### config.mk
export PLATFORM = sky130hd
export DESIGN_NAME = multichannel_compressor
export DESIGN_NICKNAME = d
export VERILOG_FILES = /design/src/rtl/compressor_pkg.sv /design/src/rtl/frac_mult.sv /design/src/rtl/multichannel_compressor.sv
export SDC_FILE = /design/constraint.sdc
export NUM_CORES = 1
export LEC_CHECK = 0
export CORE_ASPECT_RATIO = 1.4
export CORE_UTILIZATION = 45
export CTS_BUF_LIST = sky130_fd_sc_hd__clkbuf_8 sky130_fd_sc_hd__clkbuf_16
export DETAILED_ROUTE_END_ITERATION = 10
export PLACE_DENSITY_LB_ADDON = 0.1
export SYNTH_ARGS = -nofsm -noshare
export SYNTH_HDL_FRONTEND = slang
export SYNTH_SLANG_ARGS = --single-unit
### constraint.sdc
create_clock -name bclk -period 24.3 [get_ports bclk]
set_input_delay 4.86 -clock bclk [delete_from_list [all_inputs] [get_ports bclk]]
set_output_delay 4.86 -clock bclk [all_outputs]
set_load 0.01 [all_outputs]
### src/rtl/compressor_pkg.sv
// Shared types and helpers for the multichannel compressor: FSM states,
// channel-index sizing and a saturating absolute value.
package compressor_pkg;

  typedef enum logic [2:0] {
    IDLE,
    ENV,
    LINK,
    MUL,
    APPLY,
    DONE
  } state_t;

  localparam int MAX_CHANNELS = 20;

  // Width of the channel index, $clog2(channels) but never narrower than one bit.
  function automatic int idx_width(input int channels);
    return (channels > 1) ? $clog2(channels) : 1;
  endfunction

  // |x| for a bits-wide sample held sign-extended in 32 bits; the most negative
  // value maps to the most positive one so the magnitude always fits in bits.
  function automatic logic [31:0] sat_abs(input logic signed [31:0] x, input int bits);
    logic signed [31:0] most_neg;
    most_neg = -(32'sd1 <<< (bits - 1));
    if (x == most_neg) begin
      return 32'((32'sd1 <<< (bits - 1)) - 32'sd1);
    end else if (x < 0) begin
      return 32'(-x);
    end else begin
      return 32'(x);
    end
  endfunction

endpackage

### src/rtl/frac_mult.sv
// Registered unsigned fractional multiplier: p = (a * b) >> W, one cycle latency.
module frac_mult #(
  parameter int W = 16
) (
  input  logic         clk,
  input  logic         rst_n,
  input  logic [W-1:0] a,
  input  logic [W-1:0] b,
  output logic [W-1:0] p
);

  logic [2*W-1:0] full;

  assign full = {{W{1'b0}}, a} * {{W{1'b0}}, b};

  always_ff @(posedge clk or negedge rst_n) begin
    if (!rst_n) begin
      p <= '0;
    end else begin
      p <= W'(full >> W);
    end
  end

endmodule

### src/rtl/multichannel_compressor.sv
// N-channel peak-envelope dynamic-range compressor; channels are processed
// serially per lrclk frame and share a single fractional multiplier.
module multichannel_compressor
  import compressor_pkg::*;
#(
  parameter int BITSIZE       = 16,
  parameter int CHANNELS      = 2,
  parameter int ATTACK_SHIFT  = 2,
  parameter int RELEASE_SHIFT = 10
) (
  input  logic                         bclk,
  input  logic                         rst_n,
  input  logic                         lrclk,
  input  logic [CHANNELS*BITSIZE-1:0]  in,
  input  logic [BITSIZE-1:0]           thr,
  input  logic [BITSIZE-1:0]           ratio,
  input  logic                         link,
  output logic [CHANNELS*BITSIZE-1:0]  out,
  output logic                         out_valid,
  output logic                         overrun
);

  localparam int IDX_W = idx_width(CHANNELS);

  typedef logic [BITSIZE-1:0] word_t;

  state_t           state_reg, state_next;
  logic [IDX_W-1:0] idx_reg;
  logic             lr_q_reg;
  logic             start_reg;
  logic             link_reg;
  logic             out_valid_reg;
  logic             overrun_reg;
  word_t            thr_reg;
  word_t            ratio_reg;
  word_t            excess_reg;
  word_t            in_cap_reg [CHANNELS];
  word_t            env_reg    [CHANNELS];
  word_t            e_reg      [CHANNELS];
  word_t            shadow_reg [CHANNELS];
  word_t            out_reg    [CHANNELS];

  logic  frame_edge, busy, accept, last_ch;
  word_t cur_in, cur_abs, cur_env, cur_e;
  word_t env_new, env_step, env_max;
  word_t excess, kept, red, red_lim, apply_result;

  assign frame_edge = lrclk & ~lr_q_reg;
  // The capture cycle itself counts as busy so a frame is never half-accepted.
  assign busy       = (state_reg != IDLE) | start_reg;
  assign accept     = frame_edge & ~busy;
  assign last_ch    = (idx_reg == IDX_W'(CHANNELS - 1));

  assign cur_in  = in_cap_reg[idx_reg];
  assign cur_abs = BITSIZE'(sat_abs(32'(signed'(cur_in)), BITSIZE));
  assign cur_env = env_reg[idx_reg];
  assign cur_e   = e_reg[idx_reg];

  always_ff @(posedge bclk or negedge rst_n) begin
    if (!rst_n) begin
      lr_q_reg    <= 1'b0;
      start_reg   <= 1'b0;
      overrun_reg <= 1'b0;
      thr_reg     <= '0;
      ratio_reg   <= '0;
      link_reg    <= 1'b0;
    end else begin
      lr_q_reg  <= lrclk;
      start_reg <= accept;
      if (frame_edge && busy) begin
        overrun_reg <= 1'b1;
      end
      if (accept) begin
        thr_reg   <= thr;
        ratio_reg <= ratio;
        link_reg  <= link;
      end
    end
  end

  always_ff @(posedge bclk or negedge rst_n) begin
    if (!rst_n) begin
      state_reg <= IDLE;
    end else begin
      state_reg <= state_next;
    end
  end

  always_comb begin
    state_next = state_reg;
    case (state_reg)
      IDLE:    if (start_reg) state_next = ENV;
      ENV:     if (last_ch) state_next = LINK;
      LINK:    state_next = MUL;
      MUL:     state_next = APPLY;
      APPLY:   state_next = last_ch ? DONE : MUL;
      DONE:    state_next = IDLE;
      default: state_next = IDLE;
    endcase
  end

  always_ff @(posedge bclk or negedge rst_n) begin
    if (!rst_n) begin
      idx_reg <= '0;
    end else if (state_reg == ENV || state_reg == APPLY) begin
      idx_reg <= last_ch ? '0 : idx_reg + IDX_W'(1);
    end else if (state_reg == IDLE) begin
      idx_reg <= '0;
    end
  end

  // Step is at least 1 and never exceeds the gap, so the envelope cannot overshoot.
  always_comb begin
    env_new  = cur_env;
    env_step = '0;
    if (cur_abs > cur_env) begin
      env_step = (cur_abs - cur_env) >> ATTACK_SHIFT;
      if (env_step == '0) env_step = word_t'(1);
      env_new = cur_env + env_step;
    end else if (cur_abs < cur_env) begin
      env_step = (cur_env - cur_abs) >> RELEASE_SHIFT;
      if (env_step == '0) env_step = word_t'(1);
      env_new = cur_env - env_step;
    end
  end

  always_comb begin
    env_max = env_reg[0];
    for (int i = 1; i < CHANNELS; i++) begin
      if (env_reg[i] > env_max) env_max = env_reg[i];
    end
  end

  assign excess = (cur_e > thr_reg) ? (cur_e - thr_reg) : '0;

  frac_mult #(
    .W (BITSIZE)
  ) u_frac_mult (
    .clk   (bclk),
    .rst_n (rst_n),
    .a     (excess),
    .b     (ratio_reg),
    .p     (kept)
  );

  always_ff @(posedge bclk or negedge rst_n) begin
    if (!rst_n) begin
      excess_reg <= '0;
    end else if (state_reg == MUL) begin
      excess_reg <= excess;
    end
  end

  // Clamping the reduction to the sample magnitude keeps the output from crossing zero.
  assign red          = excess_reg - kept;
  assign red_lim      = (red > cur_abs) ? cur_abs : red;
  assign apply_result = cur_in[BITSIZE-1] ? (cur_in + red_lim) : (cur_in - red_lim);

  for (genvar gi = 0; gi < CHANNELS; gi++) begin : g_ch
    always_ff @(posedge bclk or negedge rst_n) begin
      if (!rst_n) begin
        in_cap_reg[gi] <= '0;
        env_reg[gi]    <= '0;
        e_reg[gi]      <= '0;
        shadow_reg[gi] <= '0;
        out_reg[gi]    <= '0;
      end else begin
        if (accept) in_cap_reg[gi] <= in[gi*BITSIZE +: BITSIZE];
        if (state_reg == ENV && idx_reg == IDX_W'(gi)) env_reg[gi] <= env_new;
        if (state_reg == LINK) e_reg[gi] <= link_reg ? env_max : env_reg[gi];
        if (state_reg == APPLY && idx_reg == IDX_W'(gi)) shadow_reg[gi] <= apply_result;
        if (state_reg == DONE) out_reg[gi] <= shadow_reg[gi];
      end
    end
    assign out[gi*BITSIZE +: BITSIZE] = out_reg[gi];
  end

  always_ff @(posedge bclk or negedge rst_n) begin
    if (!rst_n) begin
      out_valid_reg <= 1'b0;
    end else begin
      out_valid_reg <= (state_reg == DONE);
    end
  end

  assign out_valid = out_valid_reg;
  assign overrun   = overrun_reg;

endmodule

### Yosys cells after proc, flatten, opt, wreduce, memory -nomap -nowiden

Cells that the tools add are included.

* input port bits: 68
* register bits after elaboration: 233
* word-level logic and storage cells: 97
* output and inout port bits: 34

* reductions and logical operators: 12
* $lt $le $gt $ge: 7
* muxes and demuxes: 31
* add/sub/neg operators: 10
* eq/ne operators: 8
* multipliers: 1
* bitwise operators: 7

Operator list (count)
* 16-bit two-way mux: 22
* 16-bit subtractor: 6
* 16-bit > comparator: 4
* 16-bit adder: 2
* 16-bit logical NOT: 2
* 16-bit by 16-bit multiplier with 32-bit output: 1
* 16-bit equality test (second input constant): 1
* 16-bit by 1-bit < comparator with 1-bit output (second input constant): 1
* 16-bit < comparator: 1
* 16-bit negation: 1
* 3-bit case mux with 5 select lines: 1
* 14-bit two-way mux: 1
* 3-bit two-way mux: 3
* 3-bit by 2-bit equality test with 1-bit output (second input constant): 2
* 3-bit equality test (second input constant): 2
* 6-bit two-way mux: 1
* 1-bit logical AND: 5
* 2-bit inequality test (second input constant): 2
* 3-bit by 1-bit equality test with 1-bit output (second input constant): 1
* 3-bit logical NOT: 1
* 1-bit two-way mux: 3
* 1-bit NOT: 3
* 3-bit nonzero test: 1
* 1-bit bitwise AND: 2
* 7 further kinds: 7

### Logic depth before layout (Yosys ltp)

Gate-level depths: netlist of run 1.

* word-level depth: 15
* gate-level depth with buffers: 43
* mapped depth without buffers: 35

### Modules after synthesis

A second synthesis of run 1 with hierarchy kept.

* cells, all modules: 2859
* area, all modules: 24349.6 sq um

By module, submodules not included
* multichannel_compressor: cells each 1906, sequential area each 5430.2 sq um, times used 1, area an instance 15738.8 sq um
* frac_mult: cells each 953, sequential area each 400.4 sq um, times used 1, area an instance 8610.8 sq um

### Worst setup path before layout of run 1

Ideal clock, no wire load.

* path type: reg-to-reg
* from: register idx_reg
* to: register u_frac_mult.p[9]
* library setup time: 0.123 ns
* path buffers: 9
* stages on the path, launching flop included: 42
* data required time: 24.177 ns
* arrival time: 10.055 ns
* period minus slack after synthesis: 10.177 ns
* path slack: 14.123 ns
* path through: dfrtp_1 > buf_6 > buf_2 > buf_2 > buf_4 > buf_2 > buf_2 > buf_1 > clkbuf_1 > mux2_2 > ha_1 > nor2b_1 > o21ai_0 > a21boi_0 > o211ai_1 > a21oi_1 > a21oi_1 > o22ai_1 > (+6 left out) > inv_1 > fa_1 > fa_1 > fa_1 > inv_1 > fa_1 > inv_1 > ha_1 > nand4_1 > a2111oi_0 > o221ai_1 > or3b_2 > o211ai_1 > o22ai_1 > a211oi_1 > o21bai_1 > a21oi_1 > xnor2_1

* cells in the longest elaborated chain, start to end: 7
* elaborated cells on any way between the ends: 8
* those cells by class: add/sub: 1; mul: 1; order compare: 1; mux: 4; bitwise: 1

Ends and longest elaborated chain
* start: declaration: line multichannel_compressor.sv:28 `logic [IDX_W-1:0] idx_reg;`
* start signal: assignment: line multichannel_compressor.sv:106 `idx_reg <= last_ch ? '0 : idx_reg + IDX_W'(1);`
* 1-bit NOT with 2-bit output (not written as such) *: line multichannel_compressor.sv:57 `assign cur_e = e_reg[idx_reg];`
* 16-bit two-way mux (not written as such) * (3 in series): line multichannel_compressor.sv:57
* 16-bit subtractor / 16-bit > comparator (equally long branches): line multichannel_compressor.sv:134 `assign excess = (cur_e > thr_reg) ? (cur_e - thr_reg) : '0;`
* 16-bit two-way mux *: line multichannel_compressor.sv:134
* 16-bit by 16-bit multiplier with 32-bit output *: line frac_mult.sv:14 `assign full = {{W{1'b0}}, a} * {{W{1'b0}}, b};`
* named net u_frac_mult.full[25]: line frac_mult.sv:12 `logic [2*W-1:0] full;`
* end signal: assignment: line frac_mult.sv:20 `p <= W'(full >> W);`
* end: declaration: line frac_mult.sv:9 `output logic [W-1:0] p`

The timed path passes the listed nets; every way through them passes the cells marked *. The select of a mux whose other input is x is not followed.
A chain may end at the register's enable or synchronous reset.

### Worst setup path in the final report of run 1

Same ends and word-level chain as after synthesis.

==> results of run 1 <==
## metrics by stage
| stage | setup slack (ns) | instances |
|---|---|---|
| 6_report | 14.13 | 3619 |
| 5_1_grt | 13.37 | 3619 |
| 4_1_cts | 14.19 | 3618 |
| 3_5_place_dp | 14.27 | 3572 |
| 3_3_place_gp | 14.41 | 3572 |
| 2_1_floorplan | 14.12 | 2849 |
## critical path, delay by kind of cell (launching register included)
kind	cells	cell delay [ns]
compound gates	13	2.93
xor+xnor	2	0.77
fa+ha+maj	8	3.66
buf+inv	3	0.15
flops	1	0.84
mux	1	0.44
simple gates	5	1.22
## synthesized netlist by cell type (all sizes together), types with 35 or more instances
| master | number | area share |
|---|---|---|
| nand2 | 547 | 0.085 |
| nor2 | 137 | 0.021 |
| mux2i | 46 | 0.019 |
| nor3 | 71 | 0.015 |
| and2 | 36 | 0.0093 |
| a211oi | 50 | 0.016 |
| mux2 | 35 | 0.016 |
| dfrtp | 233 | 0.24 |
| clkbuf | 111 | 0.017 |
| xor2 | 40 | 0.015 |
| ha | 232 | 0.12 |
| inv | 334 | 0.052 |
| fa | 198 | 0.16 |
| o21ai | 144 | 0.030 |
| and3 | 109 | 0.028 |
| nand3 | 64 | 0.013 |
| a21oi | 105 | 0.022 |
| xnor2 | 66 | 0.024 |
## layout make-up
cell class | count | area (um2)
fillers | 5255 | 26400
multi-input cells | 2157 | 16600
flip-flops and latches | 233 | 5830
repair buffers | 134 | 1260
inverters | 335 | 1260
well taps | 714 | 893
clock buffers | 28 | 678
clock inverters | 18 | 181
## cell families (layout without fill, tap and decap cells)
group | after synthesis | after routing | synth area share
adders and majority gates | 430 | 430 | 0.285
buffers and inverters | 459 | 515 | 0.0724
DFF | 233 | 233 | 0.242
xor gates and xnor gates | 106 | 106 | 0.0385
muxes | 81 | 81 | 0.0354
and+or+nand+nor | 1063 | 1063 | 0.201
AOI/OAI and AO/OA | 477 | 477 | 0.126
## worst paths after layout
path | to | slack, ns | depth (start not counted)
min in group asynchronous | env_reg[3] | 4.27 | 1
hold / removal | out[6] | 0.46 | 2
hold reg to reg | out[6] | 0.46 | 2
setup reg to reg | u_frac_mult.p[9] | 14.13 | 32
max in group asynchronous | excess_reg[14] | 18.51 | 2
setup / recovery | u_frac_mult.p[9] | 14.13 | 32
## layer usage
layer / vias to the layer above / track usage / part of all wire / wire length [um]
met4: 0 / 0.118 / 0.046 / 3360
met2: 430 / 0.492 / 0.52 / 37500
met1: 9983 / 0.325 / 0.41 / 29500
met3: 150 / 0.0217 / 0.031 / 2220
li1: 9551 / - / - / -
met5: - / 0 / 0 / 0
## cell usage in the layout, fill, tap and decap left out, drive strengths merged, types with 8 or more instances in the layout
cell type      synthesis  routed
a21oi                105     105
mux2                  35      35
clkdlybuf4s50          0     100
nand2                547     547
clkbuf               111      28
o211ai                10      10
ha                   232     232
inv                  334     340
a21o                  31      31
a211oi                50      50
nor2b                 17      17
nor3                  71      71
o22ai                 10      10
o31ai                  9       9
and2                  36      36
xor2                  40      40
nor2                 137     137
nand4                 12      12
mux2i                 46      46
a31oi                 15      15
dfrtp                233     233
xnor2                 66      66
clkinv                 1       8
nand2b                18      18
nand3                 64      64
and3                 109     109
or3                   10      10
buf                   13      34
o21ai                144     144
o21a                  27      27
fa                   198     198
==> metrics.yaml, run 1 <==
num_rows: 100
cts_hold_buf: 0
timing.critical_path.from: "idx_reg"
die_w_um: 198
cts_buffers: 26
crit_type: "flip-flop to flip-flop"
initial_core_util: 0.455
drtIter0Drc: 1143
netlist_area_um2: 24100
ys_dominant_reg_cell: "dfrtp_1"
synth.distinct_cells: 84
ys_ff_latch: 233
synth_nets: 3347
status: "complete, no violations"
grt_max_degree: 116
ios: 102
coreArea_um2: 53100
dieArea_um2: 54600
drive_above_1_share: 0.0489
worstPathArrival_ns: 10.62
synthArstFlopShare: 1.00
first_pass_iters: 5
r2r-start: "idx_reg"
syn_to_final_growth_pct: 10.5
gp_congestion: 0.922
holdWs_ns: 0.463
cts_tree: "done"
wl_per_cell_um: 20.0
ys_seq_area_frac: 0.242
tns_ns: 0
min_period_ns: 10.17
final_nets: 3385
postCtsSetupBuffers: 0
clock_path_buffers: 3
drc: 0
cts_sinks: 233
grt_pass1_vias: 20600
fin_util: 0.503
vias: 20100
max_freq_mhz: 98.3
setup_viol: 0
avgSynthCellArea_um2: 8.47
root_buffer: "clkbuf_16"
fin_skew_ns: 0.0271
drv_cap: 0
cts.clk_slew.worst_paths_ns: 0.06
yosysWarnings: 0
diodes: 0
hold_viol_final: 0
slew_headroom: 0.224
final_max_slew_viol_count: 0
grt_overflow: 0
ctsResizeCount: 0
worstHoldStart: "shadow_reg[22]"
avgViaCountPerCell: 5.56
setup.worst_path.end_class: "flip-flop"
startpoint_type: "flip-flop"
insertion_delay_ns: 0.57
finalWirelength_mm: 72.5
dp_hpwl_mm: 57.2
crit_top_cell: "fa_1"
antenna_left: 0
crit_slowest_cell: "dfrtp_2"
antenna_found_initial: 0
hold_path_class: "flip-flop to flip-flop"
finalInstanceArea_um2: 26700
finalCritPeriodShare: 0.418
grt_first_pass_wirelength_mm: 114
portBuffers: 101
grtUsageTotal: 0.270
syn-instance-count: 2849
synth-edff-count: 0
die_h_um: 276
cp_slowest_stage_delay_ns: 0.84
htreeDepth: 1
worstPathMaxFanout: 29
crit_required_ns: 24.75
rsz0062_at_grt: "no"
postPlaceCellArea_um2: 25800
tightestPinTransition_ns: 1.16
Power of run 1 is not shown: default switching activity piles up to over one toggle a cycle in this logic, so the estimate is an artifact.
==> run 2: changes to the inputs <==
Clock period 24.3 ns to 9 ns, I/O delays scaled along.
==> run 2 against run 1 <==
Die area unchanged. Via count is 0.18% higher. Worst hold slack improved by 0.0020 ns. Routed wire length decreased by 0.47%. Cell count up 1.7%. Highest routed layer unchanged. Core utilization grew 1.3 points. Critical path type unchanged. Largest cell class unchanged. Non-clock buffer count up 60. Global-route usage fell by 0.19 points. Worst setup slack lost 14 ns. First-iteration DRC count increased by 7.9%. Count of clock-buffer cells in the layout up 3.
==> metrics.yaml, run 2 (synthesis results as in run 1) <==
slew_headroom: 0.222  # -0.00211
crit_required_ns: 9.50  # -15.25 ns
htreeDepth: 1  # unchanged
max_freq_mhz: 115  # +17%
avgViaCountPerCell: 5.48  # -1.4%
layout_commonest_cell: "nand2_1"
initial_core_util: 0.455  # unchanged
cts_buffers: 26  # unchanged
first_pass_iters: 5  # unchanged
worstPathArrival_ns: 9.17  # -1.45 ns
rsz0062_at_grt: "yes"
vias: 20200  # +0.18%
final_nets: 3445  # +1.8%
crit_type: "flip-flop to flip-flop"
cts_tree: "done"
min_period_ns: 8.67  # -1.49 ns
cts_sinks: 233  # unchanged
startpoint_type: "flip-flop"
grtUsageTotal: 0.268  # -0.00190
cp_slowest_stage_delay_ns: 0.56  # -0.28 ns
insertion_delay_ns: 0.57  # about the same
die_h_um: 276  # unchanged
tightestPinTransition_ns: 1.17  # +0.00316 ns
grt_overflow: 0  # unchanged
drc: 0  # unchanged
diodes: 0  # unchanged
antenna_found_initial: 1  # +1
clock_path_buffers: 3  # unchanged
hold_path_class: "flip-flop to flip-flop"
cts_hold_buf: 0  # unchanged
grt_max_degree: 86  # -26%
cts.clk_slew.worst_paths_ns: 0.07  # about the same
dieArea_um2: 54600  # unchanged
status: "complete, no violations"
final_max_slew_viol_count: 0  # unchanged
postPlaceCellArea_um2: 26400  # +2.2%
layout_setup_ws_ns: 0.326  # -13.81 ns
dp_hpwl_mm: 57.4  # +0.46%
antenna_left: 0  # unchanged
crit_slowest_cell: "fa_1"
dp_slack_ns: -0.0195  # -14.29 ns
grt_first_pass_wirelength_mm: 113  # -1.5%
setup_viol: 0  # unchanged
drtIter0Drc: 1233  # +7.9%
coreArea_um2: 53100  # unchanged
ios: 102  # unchanged
portBuffers: 101  # unchanged
fin_util: 0.516  # +0.0131
gp_congestion: 0.923  # +0.16%
die_w_um: 198  # unchanged
drive_above_1_share: 0.0782  # +0.0294
syn_to_final_growth_pct: 13.4
wl_per_cell_um: 19.6  # -2.1%
hold_viol_final: 0  # unchanged
fin_skew_ns: 0.0393  # +0.0122 ns
worstPathMaxFanout: 8  # -72%
finalInstanceArea_um2: 27400  # +2.6%
finalCritPeriodShare: 0.964  # +0.545
setup.worst_path.end_class: "flip-flop"
root_buffer: "clkbuf_16"
num_rows: 100  # unchanged
final_cell_mix: "nand2_1 (546), inv_1 (338), dfrtp_1 (232)"
drv_cap: 0  # unchanged
grt_pass1_vias: 20400  # -1.1%
finalWirelength_mm: 72.2  # -0.47%
[run 2: changes by cell type in the layout (fill, tap and decap cells not counted), moves of 3 or more]
cell      delta
buf_4       +57
buf_6        +3
clkbuf_8     +3
fa_1         -3
fa_2         +3
ha_1         -5
ha_4         +4
xnor2_1      -4
[run 2: area by class of cell]
class / instances / area (um2)
inverter: 335 / 1260
clock inverter: 15 / 145
multi-input combinational: 2157 / 16800
clock buffer: 31 / 719
timing repair buffer: 194 / 1740
tap: 714 / 893
fill: 5160 / 25700
sequential: 233 / 5830
[run 2: final timing paths]
| check | from | endpoint | slack [ns] | depth (start not counted) |
|---|---|---|---|---|
| hold reg to reg | shadow_reg[30] | out[14] | 0.47 | 2 |
| setup reg to reg | idx_reg | u_frac_mult.p[15] | 0.33 | 36 |
| max in group asynchronous | rst_n | env_reg[10] | 6.30 | 2 |
| hold / removal | shadow_reg[30] | out[14] | 0.47 | 2 |
| min in group asynchronous | rst_n | env_reg[20] | 1.23 | 1 |
| setup / recovery | idx_reg | u_frac_mult.p[15] | 0.33 | 36 |
[run 2: layer usage]
| metal | global-route usage | wire (um) |
|---|---|---|
| met1 | 0.321 | 29200 |
| met2 | 0.499 | 37700 |
| met3 | 0.0219 | 2650 |
| met4 | 0.100 | 2700 |
| met5 | 0 | 0 |
[run 2: what timing repair did]
item,in CTS,in global routing
setup endpoints to repair,0,26
hold endpoints to repair,0,0
setup buffers,0,5
resized for setup,0,19
[run 2: worst max-delay path, delay by kind of cell (launching register included)]
kind                     cells  cell delay, ns
AO/OA/AOI/OAI               13            2.41
AND/OR/NAND/NOR              4            0.74
buffers and inverters        8            0.87
flip-flops                   1            0.45
XOR/XNOR                     2            0.29
adder cells (fa/ha/maj)      8            3.53
multiplexers                 1            0.37
[run 2: stage by stage]
step	std cells	TNS, ns	hold slack, ns
2_1_floorplan	2849	0	0.433
3_3_place_gp	3628	0	0.449
3_5_place_dp	3628	-0.0195	0.452
4_1_cts	3674	0	0.469
5_1_grt	3679	-0.131	0.500
6_report	3679	0	0.465
Power of run 2 is left out for the same reason.
